File: src/rtl/bus_arbiter_n_if.sv
// Core-side bus of the shared-RAM arbiter: per-core request vectors in,
// per-core grant/done pulses and the shared read return out.
interface bus_arbiter_n_if #(
  parameter int NUM_CORES = 4,
  parameter int DATA_W    = 8,
  parameter int ADDR_W    = 9
);
  logic [NUM_CORES-1:0]        req;
  logic [NUM_CORES-1:0]        we;
  logic [NUM_CORES*ADDR_W-1:0] addr;
  logic [NUM_CORES*DATA_W-1:0] wdata;
  logic [NUM_CORES-1:0]        grant;
  logic [NUM_CORES-1:0]        done;
  logic [DATA_W-1:0]           rdata;
  logic                        busy;

  // Cores drive requests and watch the pulses.
  modport master (
    output req, we, addr, wdata,
    input  grant, done, rdata, busy
  );

  // The arbiter consumes requests and produces the pulses.
  modport slave (
    input  req, we, addr, wdata,
    output grant, done, rdata, busy
  );
endinterface

File: src/rtl/bus_arbiter_n.sv
// Round-robin arbiter giving NUM_CORES cores single-transaction access to
// one synchronous RAM. One transaction is in flight at a time:
//   IDLE    -> pick a core, drive the RAM strobe for one cycle
//   ACCESS  -> writes finish here, reads wait for the RAM pipeline
//   RD_WAIT -> count down the read latency and capture the return data
// All outputs are registered; reset is asynchronous and active-low.
module bus_arbiter_n #(
  parameter int NUM_CORES  = 4,
  parameter int DATA_W     = 8,
  parameter int ADDR_W     = 9,
  parameter int RD_LATENCY = 1
) (
  input  logic              clk,
  input  logic              reset,
  bus_arbiter_n_if.slave    bus,
  output logic              ram_en,
  output logic              ram_we,
  output logic [ADDR_W-1:0] ram_addr,
  output logic [DATA_W-1:0] ram_wdata,
  input  logic [DATA_W-1:0] ram_rdata
);

  localparam int IDX_W = $clog2(NUM_CORES);
  localparam int CNT_W = (RD_LATENCY > 1) ? $clog2(RD_LATENCY) : 1;

  typedef enum logic [1:0] {
    IDLE    = 2'd0,
    ACCESS  = 2'd1,
    RD_WAIT = 2'd2
  } state_t;

  state_t                 state_q, state_d;
  logic [IDX_W-1:0]       last_q, last_d;
  logic [CNT_W-1:0]       cnt_q, cnt_d;
  logic [NUM_CORES-1:0]   grant_q, grant_d;
  logic [NUM_CORES-1:0]   done_q, done_d;
  logic [DATA_W-1:0]      rdata_q, rdata_d;
  logic                   busy_q, busy_d;
  logic                   ram_en_q, ram_en_d;
  logic                   ram_we_q, ram_we_d;
  logic [ADDR_W-1:0]      ram_addr_q, ram_addr_d;
  logic [DATA_W-1:0]      ram_wdata_q, ram_wdata_d;

  // Unpacked per-core views of the packed address/data buses.
  logic [ADDR_W-1:0] addr_arr  [NUM_CORES];
  logic [DATA_W-1:0] wdata_arr [NUM_CORES];

  for (genvar g = 0; g < NUM_CORES; g++) begin : g_slice
    assign addr_arr[g]  = bus.addr[g*ADDR_W +: ADDR_W];
    assign wdata_arr[g] = bus.wdata[g*DATA_W +: DATA_W];
  end

  logic             pick_vld;
  logic [IDX_W-1:0] pick_idx;
  logic [IDX_W-1:0] scan_idx;
  int               scan_pos;

  // Round-robin pick: first requesting core starting just after last_q.
  always_comb begin
    pick_vld = 1'b0;
    pick_idx = last_q;
    scan_idx = '0;
    scan_pos = 0;
    for (int k = 1; k <= NUM_CORES; k++) begin
      scan_pos = int'(last_q) + k;
      if (scan_pos >= NUM_CORES) begin
        scan_pos = scan_pos - NUM_CORES;
      end
      scan_idx = IDX_W'(scan_pos);
      if (!pick_vld && bus.req[scan_idx]) begin
        pick_vld = 1'b1;
        pick_idx = scan_idx;
      end
    end
  end

  // Next-state and next-output logic for the transaction FSM.
  always_comb begin
    state_d     = state_q;
    last_d      = last_q;
    cnt_d       = cnt_q;
    grant_d     = '0;
    done_d      = '0;
    rdata_d     = rdata_q;
    ram_en_d    = ram_en_q;
    ram_we_d    = ram_we_q;
    ram_addr_d  = ram_addr_q;
    ram_wdata_d = ram_wdata_q;

    case (state_q)
      IDLE: begin
        if (pick_vld) begin
          grant_d     = NUM_CORES'(1) << pick_idx;
          ram_en_d    = 1'b1;
          ram_we_d    = bus.we[pick_idx];
          ram_addr_d  = addr_arr[pick_idx];
          ram_wdata_d = wdata_arr[pick_idx];
          last_d      = pick_idx;
          state_d     = ACCESS;
        end
      end

      ACCESS: begin
        // The strobe is a single cycle regardless of transaction type.
        ram_en_d = 1'b0;
        ram_we_d = 1'b0;
        if (ram_we_q) begin
          done_d  = NUM_CORES'(1) << last_q;
          state_d = IDLE;
        end else begin
          cnt_d   = CNT_W'(RD_LATENCY - 1);
          state_d = RD_WAIT;
        end
      end

      RD_WAIT: begin
        if (cnt_q == '0) begin
          rdata_d = ram_rdata;
          done_d  = NUM_CORES'(1) << last_q;
          state_d = IDLE;
        end else begin
          cnt_d = cnt_q - CNT_W'(1);
        end
      end

      default: begin
        state_d = IDLE;
      end
    endcase

    busy_d = (state_d != IDLE);
  end

  // State and output registers; reset drops the strobe immediately and
  // points last_q at the top core so core 0 wins the first arbitration.
  always_ff @(posedge clk or negedge reset) begin
    if (!reset) begin
      state_q     <= IDLE;
      last_q      <= IDX_W'(NUM_CORES - 1);
      cnt_q       <= '0;
      grant_q     <= '0;
      done_q      <= '0;
      rdata_q     <= '0;
      busy_q      <= 1'b0;
      ram_en_q    <= 1'b0;
      ram_we_q    <= 1'b0;
      ram_addr_q  <= '0;
      ram_wdata_q <= '0;
    end else begin
      state_q     <= state_d;
      last_q      <= last_d;
      cnt_q       <= cnt_d;
      grant_q     <= grant_d;
      done_q      <= done_d;
      rdata_q     <= rdata_d;
      busy_q      <= busy_d;
      ram_en_q    <= ram_en_d;
      ram_we_q    <= ram_we_d;
      ram_addr_q  <= ram_addr_d;
      ram_wdata_q <= ram_wdata_d;
    end
  end

  assign bus.grant = grant_q;
  assign bus.done  = done_q;
  assign bus.rdata = rdata_q;
  assign bus.busy  = busy_q;
  assign ram_en    = ram_en_q;
  assign ram_we    = ram_we_q;
  assign ram_addr  = ram_addr_q;
  assign ram_wdata = ram_wdata_q;

endmodule

File: src/flat_wrapper.sv
// flat-port wrapper written by rule: the top's interface ports become plain ports
module bus_arbiter_n_flat 
#(
  parameter int NUM_CORES  = 4,
  parameter int DATA_W     = 8,
  parameter int ADDR_W     = 9,
  parameter int RD_LATENCY = 1
)
  (clk, reset, ram_en, ram_we, ram_addr, ram_wdata, ram_rdata, bus_req, bus_we, bus_addr, bus_wdata, bus_grant, bus_done, bus_rdata, bus_busy);
  bus_arbiter_n_if #(.NUM_CORES(NUM_CORES), .DATA_W(DATA_W), .ADDR_W(ADDR_W)) bus_i ();
  input  logic clk;
  input  logic reset;
  output logic ram_en;
  output logic ram_we;
  output logic [ADDR_W-1:0] ram_addr;
  output logic [DATA_W-1:0] ram_wdata;
  input  logic [DATA_W-1:0] ram_rdata;
  input wire logic [$bits(bus_i.req)-1:0] bus_req;
  input wire logic [$bits(bus_i.we)-1:0] bus_we;
  input wire logic [$bits(bus_i.addr)-1:0] bus_addr;
  input wire logic [$bits(bus_i.wdata)-1:0] bus_wdata;
  output wire logic [$bits(bus_i.grant)-1:0] bus_grant;
  output wire logic [$bits(bus_i.done)-1:0] bus_done;
  output wire logic [$bits(bus_i.rdata)-1:0] bus_rdata;
  output wire logic [$bits(bus_i.busy)-1:0] bus_busy;
  assign bus_i.req = bus_req;
  assign bus_i.we = bus_we;
  assign bus_i.addr = bus_addr;
  assign bus_i.wdata = bus_wdata;
  assign bus_grant = bus_i.grant;
  assign bus_done = bus_i.done;
  assign bus_rdata = bus_i.rdata;
  assign bus_busy = bus_i.busy;
  bus_arbiter_n #(.NUM_CORES(NUM_CORES), .DATA_W(DATA_W), .ADDR_W(ADDR_W), .RD_LATENCY(RD_LATENCY)) u_core (.clk(clk), .reset(reset), .bus(bus_i), .ram_en(ram_en), .ram_we(ram_we), .ram_addr(ram_addr), .ram_wdata(ram_wdata), .ram_rdata(ram_rdata));
endmodule
File: config.mk
export PLATFORM = sky130hd
export DESIGN_NAME = bus_arbiter_n_flat
export DESIGN_NICKNAME = d
export VERILOG_FILES = /design/src/rtl/bus_arbiter_n_if.sv /design/src/rtl/bus_arbiter_n.sv /design/src/flat_wrapper.sv
export SDC_FILE = /design/constraint.sdc
export NUM_CORES = 1
export LEC_CHECK = 0
export BUFFER_PORTS_ARGS = -buffer_cell sky130_fd_sc_hd__buf_2
export CAP_MARGIN = 20
export CORE_AREA = 2 2 55 108
export CTS_CLUSTER_SIZE = 28
export DETAILED_ROUTE_END_ITERATION = 10
export DIE_AREA = 0 0 57 110
export MAX_ROUTING_LAYER = met4
export PLACE_DENSITY = 0.86
export SETUP_SLACK_MARGIN = 0.2
export SYNTH_ARGS = -nofsm -noshare
export SYNTH_HDL_FRONTEND = slang
export SYNTH_SLANG_ARGS = --single-unit
File: constraint.sdc
create_clock -name clk -period 4.1 [get_ports clk]
set_input_delay 0.615 -clock clk [delete_from_list [all_inputs] [get_ports clk]]
set_output_delay 0.615 -clock clk [all_outputs]
set_load 0.005 [all_outputs]
==> results.yml <==
run_status:
  run_status: "completed"
floorplanning:
  io_pins: 122
  rows: 38
  chipHeight_um: 110
  initial_core_util_pct: 44.8
  die_x_um: 57
  core_area_um2: 5420
  dieArea_um2: 6270
clock_tree:
  cts_buffers: 5
  clk_pin_slew_ps: 80
  cts_buffer_depth: 2
  h-tree-depth: 2
  cts-root-buf: "clkbuf_8"
  ctsHoldBuffers: 0
  clk_latency_ps: 300
  ctsResizeCount: 0
  tritoncts: "yes"
  post_cts_buffers: 0
  clock-sinks: 40
detailed_routing:
  detail-route-antenna-nets: 0
  vias: 2289
  drt_iter0_markers: 52
  first_pass_iters: 6
  drc: 0
  wirelength_um: 6020
  routed_via_density: 5.40
  wl_per_cell_um: 14.2
yosys:
  seq_area_frac_synth_pct: 41.3
  synth-seq-cells: 40
  syn_area_per_cell_um2: 9.64
  synth_nets: 346
  synth-edff-count: 0
  synth_top_area_share_pct: 39.2
  synth_warnings: 0
  netlist_instances: 252
  yosysUniqueCellTypes: 40
  synth_common_cells: "nand2_1 (60), dfrtp_1 (38), nor3_1 (22), mux2i_1 (21), a221o_1 (17)"
  synth_top_area_cell: "dfrtp_1"
  syn_area_um2: 2430
  ys_top_cells_by_area: "dfrtp_1 (39%), nand2_1 (9.3%), mux2i_1 (8.7%), a221o_1 (7.0%), nor3_1 (4.5%)"
  async_reset_ff_share_pct: 100
  yosysMostFrequentCell: "nand2_1"
  ys.flop_type: "dfrtp_1"
sta:
  max_freq_mhz: 281
  slew_violations: 0
  period_share_pct: 86.9
  rsz0062_at_grt: "false"
  tightest_slew_ps: 868
  hold_viol_final: 0
  fin_skew_ps: 5.10
  slew_headroom_pct: 42.2
  setup_violations: 0
  setup_tns_ps: 0
  min_period_ps: 3560
critical_path:
  rr_worst_depth: 8
  timing.rr.end: "u_core.ram_wdata[1]$_DFFE_PN0P_"
  cp-end-kind: "flip-flop"
  rr_startpoint: "u_core.last_q[0]$_DFFE_PN1P_"
  reg2reg_slack_ps: 540
  start_kind: "flip-flop"
  arrival_ps: 3750
  critPathMaxFanout: 37
  critical_path_class: "reg -> reg"
  critical_path_required_ps: 4290
global_routing:
  grt_max_degree: 41
  grt_pass1_wl_um: 9770
  busiest_layer: "met2"
  met1_usage_pct: 20.5
  track_usage_pct: 20.3
  use_met3_pct: 3.15
  met2_usage_pct: 38.3
  overflow: 0
  antenna_found_initial: 0
  first_global_vias: 2264
placement:
  gp_congestion: 0.950
  place_hpwl_um: 4620
  portBuffers: 121
  dpl_cell_area_um2: 3020
power:
  leakagePower_nw: 1.68
  p_per_area_nw_per_um2: 862
  ir_drop_mv: 0.734
layout:
  syn_to_final_growth_pct: 28.9
  nFillCells: 522
  antennaDiodeCount: 0
  fin_area_um2: 3130
  drive_above_1_share_pct: 41.5
  num-nets-final: 457
  regArea_um2: 1000
  multi_input_area_um2: 1270
run:
  cap_violations: 0
min_path:
  hp-class: "in -> async"
==> power by group <==
group	internal (mW)	leakage [nW]	switching, mW
logic	0.771	1.13	0.889
clock network	0.183	0.0548	0.151
registers	0.586	0.495	0.120
==> state kept, by name (all words and copies together), names as in the netlist <==
signal / cells
u_core.ram_addr: 9
u_core.bus.rdata: 8
u_core.ram_wdata: 8
u_core.bus.done: 4
u_core.bus.grant: 4
u_core.last_q: 2
u_core.state_q: 2
u_core.bus.busy: 1
u_core.ram_en: 1
u_core.ram_we: 1
==> worst max path at each step <==
stage,start,to,cells past startpoint
floorplan,u_core.last_q[0]$_DFFE_PN1P_,u_core.ram_addr[0]$_DFFE_PN0P_,12
global placement,u_core.last_q[0]$_DFFE_PN1P_,u_core.ram_addr[3]$_DFFE_PN0P_,8
detailed placement,u_core.last_q[0]$_DFFE_PN1P_,u_core.ram_wdata[1]$_DFFE_PN0P_,8
CTS,u_core.last_q[0]$_DFFE_PN1P_,u_core.ram_wdata[1]$_DFFE_PN0P_,8
global route,u_core.last_q[0]$_DFFE_PN1P_,u_core.ram_wdata[1]$_DFFE_PN0P_,8
finish,u_core.last_q[0]$_DFFE_PN1P_,u_core.ram_wdata[1]$_DFFE_PN0P_,8
==> logic make-up after synthesis <==
logic type,count (synthesis),synth area share (%)
flip-flops,40,41.3
buffers and inverters,28,6.59
multiplexers,31,13.9
AND/OR/NAND/NOR,103,19.2
AO/OA/AOI/OAI,42,14.9
adder cells (fa/ha/maj),8,4.12
==> cell type report <==
type	count	area share [%]
inverters	6	0.719
flip-flops and latches	40	32.1
clock inverters	3	1.48
multi-input cells	184	40.6
well taps	60	2.40
clock buffers	5	2.20
repair buffers	126	20.5
==> layout by cell type, fill, tap and decap left out, types with 4 or more instances in the layout <==
cell type | Yosys | final
buf_2 | 5 | 121
nand2_1 | 60 | 60
dfrtp_1 | 38 | 38
mux2i_1 | 21 | 21
nor3_1 | 22 | 21
a221o_1 | 17 | 17
mux2_2 | 8 | 8
ha_1 | 8 | 8
inv_1 | 6 | 6
a21oi_1 | 6 | 6
nor2b_1 | 5 | 5
clkbuf_8 | 0 | 5
buf_4 | 3 | 5
and2_1 | 4 | 4
==> per-layer routing <==
metal / wire length (um) / share of wire, %
met5: 0 / 0
met1: 2200 / 37
met2: 3390 / 56
met4: 102 / 1.7
met3: 327 / 5.4
==> worst max-delay path, cell delays in order (launching register included) <==
cell and delay, ps:
dfstp_2 660, inv_1 170, ha_1 520, mux2i_1 140, a2111oi_2 540, or3_2 790
mux2i_1 270, nor3_1 60, a221o_1 290
==> through the flow <==
step	hold WS [ps]	instances	setup slack, ps	power, mW	util, %
3_3_place_gp	483	416	719	2.33	55.6
5_1_grt	490	424	309	2.94	57.8
3_5_place_dp	490	416	572	2.39	55.6
6_report	421	424	538	2.70	57.8
4_1_cts	449	424	531	2.73	57.8
2_1_floorplan	319	252	1000	2.02	-
No activity file was read; power rests on OpenSTA's default activity.
